`config.mk`:
```
export PLATFORM = sky130hd
export DESIGN_NAME = pll_reset_sequencer
export DESIGN_NICKNAME = d
export VERILOG_FILES = /design/src/rtl/pll_reset_sequencer.sv
export SDC_FILE = /design/constraint.sdc
export NUM_CORES = 1
export LEC_CHECK = 0
export BUFFER_PORTS_ARGS = -buffer_cell sky130_fd_sc_hd__buf_2
export CAP_MARGIN = 20
export CORE_MARGIN = 5
export CORE_UTILIZATION = 58
export DETAILED_ROUTE_END_ITERATION = 8
export PLACE_DENSITY_LB_ADDON = 0.15
export SETUP_SLACK_MARGIN = 0.05
export SLEW_MARGIN = 15
export SYNTH_ARGS = -nofsm -noshare
export SYNTH_HDL_FRONTEND = slang
export SYNTH_SLANG_ARGS = --single-unit
```
`constraint.sdc`:
```
create_clock -name clock -period 3.3 [get_ports clock]
set_clock_uncertainty 0.15 [all_clocks]
set_input_delay 0.495 -clock clock [delete_from_list [all_inputs] [get_ports clock]]
set_output_delay 0.495 -clock clock [all_outputs]
set_load 0.05 [all_outputs]
```
`src/rtl/pll_reset_sequencer.sv`:
```
`timescale 1ns/1ps
// pll_reset_sequencer: PLL areset pulse, lock wait with bounded retries,
// lock qualification and staggered per-domain reset release.
module pll_reset_sequencer #(
  parameter int CLOCKS       = 2,
  parameter int RESET_CYCLES = 16,
  parameter int LOCK_TIMEOUT = 65535,
  parameter int LOCK_STABLE  = 256,
  parameter int STAGGER      = 64,
  parameter int MAX_RETRIES  = 7
) (
  input  logic              clock,
  input  logic              reset_n,
  input  logic              pll_locked,
  input  logic              restart,
  output logic              pll_areset,
  output logic [CLOCKS-1:0] domain_reset,
  output logic              ready,
  output logic              fault,
  output logic [3:0]        retry_count,
  output logic [7:0]        lock_loss_count
);

  localparam int M0 = (RESET_CYCLES > LOCK_TIMEOUT) ?
                      RESET_CYCLES : LOCK_TIMEOUT;
  localparam int M1 = (LOCK_STABLE > STAGGER) ?
                      LOCK_STABLE : STAGGER;
  localparam int CMAX = (M0 > M1) ? M0 : M1;
  localparam int CW = $clog2(CMAX + 1);
  localparam int IW = (CLOCKS > 1) ? $clog2(CLOCKS) : 1;
  localparam logic [IW-1:0] LAST = IW'(CLOCKS - 1);

  typedef enum logic [2:0] {
    S_ARESET,
    S_WAIT,
    S_STABLE,
    S_RELEASE,
    S_RUN,
    S_FAULT
  } state_e;

  state_e            state_q, state_d;
  logic [CW-1:0]     cnt_q, cnt_d;
  logic [IW-1:0]     idx_q, idx_d;
  logic [1:0]        sync_q;
  logic              lock_s;
  logic              to_areset;
  logic              areset_q, areset_d;
  logic [CLOCKS-1:0] dr_q, dr_d;
  logic              ready_q, ready_d;
  logic              fault_q, fault_d;
  logic [3:0]        retry_q, retry_d;
  logic [7:0]        llc_q, llc_d;

  assign lock_s = sync_q[1];

  always_ff @(posedge clock or negedge reset_n) begin
    if (!reset_n) begin
      sync_q <= 2'b00;
    end else begin
      sync_q <= {sync_q[0], pll_locked};
    end
  end

  always_ff @(posedge clock or negedge reset_n) begin
    if (!reset_n) begin
      state_q  <= S_ARESET;
      cnt_q    <= '0;
      idx_q    <= '0;
      areset_q <= 1'b1;
      dr_q     <= '1;
      ready_q  <= 1'b0;
      fault_q  <= 1'b0;
      retry_q  <= 4'd0;
      llc_q    <= 8'd0;
    end else begin
      state_q  <= state_d;
      cnt_q    <= cnt_d;
      idx_q    <= idx_d;
      areset_q <= areset_d;
      dr_q     <= dr_d;
      ready_q  <= ready_d;
      fault_q  <= fault_d;
      retry_q  <= retry_d;
      llc_q    <= llc_d;
    end
  end

  always_comb begin
    state_d   = state_q;
    cnt_d     = cnt_q + 1'b1;
    idx_d     = idx_q;
    areset_d  = areset_q;
    dr_d      = dr_q;
    ready_d   = ready_q;
    fault_d   = fault_q;
    retry_d   = retry_q;
    llc_d     = llc_q;
    to_areset = 1'b0;

    if (restart) begin
      to_areset = 1'b1;
      retry_d   = 4'd0;
      fault_d   = 1'b0;
    end else begin
      unique case (state_q)
        S_ARESET: begin
          if (cnt_q == CW'(RESET_CYCLES - 1)) begin
            state_d  = S_WAIT;
            cnt_d    = '0;
            areset_d = 1'b0;
          end
        end
        S_WAIT: begin
          if (lock_s) begin
            state_d = S_STABLE;
            cnt_d   = '0;
          end else if (cnt_q == CW'(LOCK_TIMEOUT - 1)) begin
            if (retry_q == 4'(MAX_RETRIES)) begin
              state_d  = S_FAULT;
              cnt_d    = '0;
              areset_d = 1'b1;
              fault_d  = 1'b1;
            end else begin
              retry_d   = retry_q + 4'd1;
              to_areset = 1'b1;
            end
          end
        end
        S_STABLE: begin
          if (!lock_s) begin
            state_d = S_WAIT;
            cnt_d   = '0;
          end else if (cnt_q == CW'(LOCK_STABLE - 1)) begin
            dr_d[0] = 1'b0;
            cnt_d   = '0;
            idx_d   = IW'(1);
            if (CLOCKS == 1) begin
              state_d = S_RUN;
              ready_d = 1'b1;
              retry_d = 4'd0;
            end else begin
              state_d = S_RELEASE;
            end
          end
        end
        S_RELEASE: begin
          // Lock loss outranks a coincident stagger expiry.
          if (!lock_s) begin
            to_areset = 1'b1;
          end else if (cnt_q == CW'(STAGGER - 1)) begin
            dr_d[idx_q] = 1'b0;
            cnt_d       = '0;
            if (idx_q == LAST) begin
              state_d = S_RUN;
              ready_d = 1'b1;
              retry_d = 4'd0;
            end else begin
              idx_d = idx_q + 1'b1;
            end
          end
        end
        S_RUN: begin
          cnt_d = cnt_q;
          if (!lock_s) begin
            to_areset = 1'b1;
            if (llc_q != 8'hFF) begin
              llc_d = llc_q + 8'd1;
            end
          end
        end
        S_FAULT: begin
          cnt_d = cnt_q;
        end
        default: begin
          to_areset = 1'b1;
        end
      endcase
    end

    if (to_areset) begin
      state_d  = S_ARESET;
      cnt_d    = '0;
      areset_d = 1'b1;
      dr_d     = '1;
      ready_d  = 1'b0;
    end
  end

  assign pll_areset      = areset_q;
  assign domain_reset    = dr_q;
  assign ready           = ready_q;
  assign fault           = fault_q;
  assign retry_count     = retry_q;
  assign lock_loss_count = llc_q;

endmodule
```
# After elaboration in Yosys (flattened, before gate mapping)

Index checks and enable logic that the tools add are counted.
Widths: inputs -> output; s select.

Add/subtract/negate cells: 4
$lt $le $gt $ge: 2
Eq/ne operators: 36
Muxes and demuxes: 68
Bitwise operators: 4
Reductions and logical operators: 26

Operators with widths:

| operator              | count |
|---|---|
| $mux 16               | 10 |
| $pmux 16 s5           | 1 |
| $ne 3x3->1 const B    | 15 |
| $mux 3                | 11 |
| $mux 1                | 28 |
| $mux 4                | 7 |
| $reduce_and 6->1      | 3 |
| $add 16x1->16 const B | 1 |
| $eq 16x16->1 const B  | 1 |
| $eq 16x4->1 const B   | 1 |
| $eq 16x6->1 const B   | 1 |
| $eq 16x8->1 const B   | 1 |
| $reduce_bool 2->1     | 8 |
| $ne 4x4->1 const B    | 3 |
| $pmux 3 s4            | 1 |
| $reduce_and 4->1      | 3 |
| $ne 2x2->1 const B    | 5 |
| $reduce_and 9->1      | 1 |
| $reduce_bool 3->1     | 3 |
| $add 8x1->8 const B   | 1 |
| $mux 2                | 4 |
| $ne 8x8->1 const B    | 1 |
| $pmux 4 s2            | 1 |
| $reduce_and 7->1      | 1 |
| other kinds (22)      | 28 |

Bits in registers: 39
Output and inout bits: 17
Logic and storage cells: 151

# Depth between registers and ports, before layout

Depth in word-level cells: 11
Depth in mapped cells: 9
Depth with buffers taken out: 8

# Worst setup path before layout

OpenSTA, ideal clock, no wires.

Path kind: register to register
From: reg cnt_q[13]
To: reg cnt_q[9]
Setup time: 0.119 ns
Arrival time: 2.120 ns
Required time: 3.031 ns
Setup slack: 0.911 ns
Cell stages (with the launch flop): 8
Path buffers: 1
Clock period less this slack: 2.389 ns
Cells stage by stage: dfrtp_1 -> or4_4 -> or4_1 -> a2bb2oi_2 -> o2111ai_2 -> nand2_2 -> buf_6 -> nor2_1

Longest elaborated chain between the ends: 6

Ends and longest elaborated chain:

| what                                            | RTL line | text |
|---|---|---|
| start: declaration                              | 43       | `logic [CW-1:0] cnt_q, cnt_d;` |
| start signal: assignment                        | 78       | `cnt_q <= cnt_d;` |
| $eq 16x16->1, or another cell as far along      | 118      | `end else if (cnt_q == CW'(LOCK_TIMEOUT - 1)) begin` |
| $mux 1, or another cell as far along            | 118      |  |
| $mux 1, or another cell as far along            | 115      | `if (lock_s) begin` |
| $pmux 1 s3 or $pmux 16 s5 (tied branches)       | 106      | `unique case (state_q)` |
| $mux 1 or $mux 16 (tied branches)               | 101      | `if (restart) begin` |
| $ne 3x1->1 (no line) or $mux 16 (tied branches) | n/a      |  |

Several ways; a longest one is shown, not always the timed one.
A chain may end at the register's enable or synchronous reset.

# Worst setup path after layout

From: reg state_q[0]
To: reg cnt_q[0]

Longest elaborated chain between the ends: 5

Ends and longest elaborated chain:

| what                                                         | RTL line | text |
|---|---|---|
| start: declaration                                           | 42       | `state_e state_q, state_d;` |
| start signal: assignment                                     | 77       | `state_q <= state_d;` |
| $eq 3x2->1, or another cell as far along                     | 106      |  |
| $reduce_or 3->1 (no line) or $reduce_or 2->1 (tied branches) | n/a      |  |
| $pmux 1 s3 or $pmux 16 s5 (tied branches)                    | 106      |  |
| $mux 1 or $mux 16 (tied branches)                            | 101      |  |
| $ne 3x1->1 (no line) or $mux 16 (tied branches)              | n/a      |  |

Several ways; a longest one is shown, not always the timed one.

==> impl_metrics.tcl <==
set metrics [dict create \
    status "completed" \
    design_area_sq_mm 0.002342 \
    fmax_ghz 0.3646 \
    power_density_mw_per_mm2 461.4 \
    row_count 21 \
    core_region_area_sq_mm 0.003416 \
    async_flop_share_pct 100.0 \
    port_buffers 20 \
    ir_worst_vdd_v 0.0004820 \
    cp.arrival_ns 2.84 \
    antenna_found_initial 0 \
    slew_violations 0 \
    syn_avg_cell_area_sq_um 9.553 \
    clockRootBuffer "clkbuf_4" \
    grt_usage_pct 18.33 \
    vias_per_cell 5.917 \
    ys_seq_elements 39 \
    synth_edf_count 0 \
    grt_max_degree 40 \
    grt_setup_unrepaired "false" \
    cts_buffer_depth 2 \
    cp.required_ns 3.40 \
    clk_pin_slew_ns 0.12 \
    setup-tns-final_ns 0 \
    diodes 0 \
    grt-ovfl-total 0 \
    nets 251 \
    fill_cells 293 \
    clk_latency_ns 0.35 \
    ys_types 45 \
    place.gp.congestion 0.8677 \
    dieArea_sq_mm 0.004908 \
    ys.flop_type "dfrtp_1" \
    hold_path.class "in -> async" \
    slew_headroom_pct 44.02 \
    cts.sinks 39 \
    p_leak_uw 0.0009992 \
    wl_microns 4102 \
    drt_iter0_markers 115 \
    synth_area_sq_mm 0.002092 \
    postCtsHoldBufs 0 \
    cp_max_fo 14 \
    synthCells 219 \
    finalCritPeriodShare_pct 83.12 \
    die_w_microns 70.06 \
    end_kind "register" \
    ctsResizeCount 0 \
    dr.pass1.iters 4 \
    yosys_warnings 0 \
    cts_tree "built" \
    met1_usage_pct 26.18 \
    top_usage_layer "met2" \
    syn_nets 227 \
    numCtsBuffers 5 \
    grt_pass1_wl_microns 7279 \
    post_cts_buffers 0 \
    drive_above_1_share_pct 17.21 \
    setup_viol 0 \
    wl_per_cell_microns 14.14 \
    pin_count 21 \
    grt_pass1_vias 1535 \
    cap_violations 0 \
    worst_pin_slew_ns 0.8397 \
    start_kind "register" \
    dp_hpwl_microns 3012 \
    grtUsageMet3_pct 5.452 \
    hold_viol 0 \
    dieHeight_microns 70.06 \
    crit_type "reg -> reg" \
    postRouteAntennaNets 0 \
    vias 1716 \
    initial_core_util_pct 61.25 \
    use_met2_pct 26.65 \
    seq_area_frac_synth_pct 46.83 \
    post-route-min-period_ns 2.743 \
    placed_area_sq_mm 0.002241 \
    syn2layout_area_growth_pct 11.96 \
    cts_max_level 2 \
    drc_errors 0 \
]
[final cells by class]
type	count	area [sq um]	area share, %
clock inverter	2	60.06	2.564
tap	46	57.56	2.457
clock buffer	6	41.29	1.763
timing repair buffer	23	122.6	5.235
inverter	8	30.03	1.282
multi-input combinational	166	1051	44.87
sequential	39	979.7	41.83
[stage by stage]
step	worst slack, ns	utilization (%)	power [uW]	hold slack [ns]	cells
6_report	0.5571	68.57	1081	0.07879	290
5_1_grt	0.4387	68.57	1138	0.07850	290
4_1_cts	0.5936	68.57	1092	0.08996	290
3_5_place_dp	0.6368	65.60	699.7	0.1879	282
3_3_place_gp	0.6710	65.60	698.1	0.1836	282
2_1_floorplan	0.9109	-	657.2	0.04941	219
[cell usage after synthesis, types with 4 or more instances]
| cell type | count | area share [%] |
|---|---|---|
| nand2b_1 | 4 | 1.2 |
| inv_1 | 8 | 1.4 |
| nand2_1 | 20 | 3.6 |
| dfrtp_1 | 36 | 43 |
| o21ai_0 | 5 | 1.2 |
| o31ai_1 | 5 | 1.8 |
| ha_1 | 4 | 2.4 |
| nand3_1 | 9 | 2.2 |
| or4_1 | 7 | 2.5 |
| a21oi_1 | 9 | 2.2 |
| nor2_1 | 27 | 4.8 |
| xor2_1 | 5 | 2.1 |
| nor3_1 | 6 | 1.4 |
| a211oi_1 | 5 | 1.8 |
| xnor2_1 | 14 | 5.9 |
| nor4_1 | 5 | 1.5 |
| nand4_1 | 9 | 2.7 |
[cell families after synthesis]
family / Yosys count / synth area share (%)
flip-flops: 39 / 46.83
multiplexers: 3 / 1.495
AND/OR/NAND/NOR: 104 / 26.08
XOR/XNOR: 19 / 7.955
adder cells (fa/ha/maj): 4 / 2.392
AO/OA/AOI/OAI: 36 / 12.32
buffers and inverters: 14 / 2.930
[cells in the final DEF (no fill, tap or decap), types with 2 or more instances in the layout]
cell type	n
and3_1	3
o211ai_1	2
nand2b_1	4
or4_1	7
nor3_1	6
or3_1	2
nand4_1	9
a21oi_1	9
inv_1	8
nor2b_1	3
nor4_1	5
mux2i_1	2
o21ai_0	5
xnor2_1	14
bufinv_16	2
dfrtp_1	36
nor2_1	27
o31ai_1	5
nand3_1	9
buf_4	3
buf_2	20
dfstp_2	3
ha_1	4
a31oi_1	3
nand2_1	20
xor2_1	5
clkbuf_4	5
a211oi_1	5
[critical path, cell delays in order (launching register included)]
cell and delay (ns):
dfrtp_1 0.58, mux2i_1 0.23, nor2_1 0.07, a211oi_1 0.43, nor2b_1 0.54, nand2_2 0.32, o31ai_1 0.31
[power breakdown]
part	switching [uW]	total, uW	internal (uW)
clock network	154	391	236
logic	111	157	46.2
registers	31.8	533	501
total	297	1080	784
[final timing paths]
| check | from | to | slack (ns) | cells past startpoint |
|---|---|---|---|---|
| max in group asynchronous | reset_n | cnt_q[9] | 2.38 | 1 |
| min in group clock | pll_locked | sync_q[0] | 0.11 | 1 |
| min | reset_n | state_q[1] | 0.08 | 1 |
| max reg2reg | state_q[0] | cnt_q[0] | 0.56 | 6 |
| max | state_q[0] | cnt_q[0] | 0.56 | 6 |
| min reg2reg | sync_q[0] | sync_q[1] | 0.21 | 0 |
[state kept, by name, summed over array words and instances (netlist names)]
register,flops
retry_count,4
ready,1
state_q,3
cnt_q,16
pll_areset,1
sync_q,2
lock_loss_count,8
fault,1
idx_q,1
domain_reset,2
[per-layer routing]
metal | up-vias | share of wire (%)
li1 | 845 | -
met5 | - | 0
met1 | 822 | 47
met4 | 0 | 1.6
met2 | 41 | 46
met3 | 8 | 5.4
Note: power is estimated with default switching activity, not from simulation.
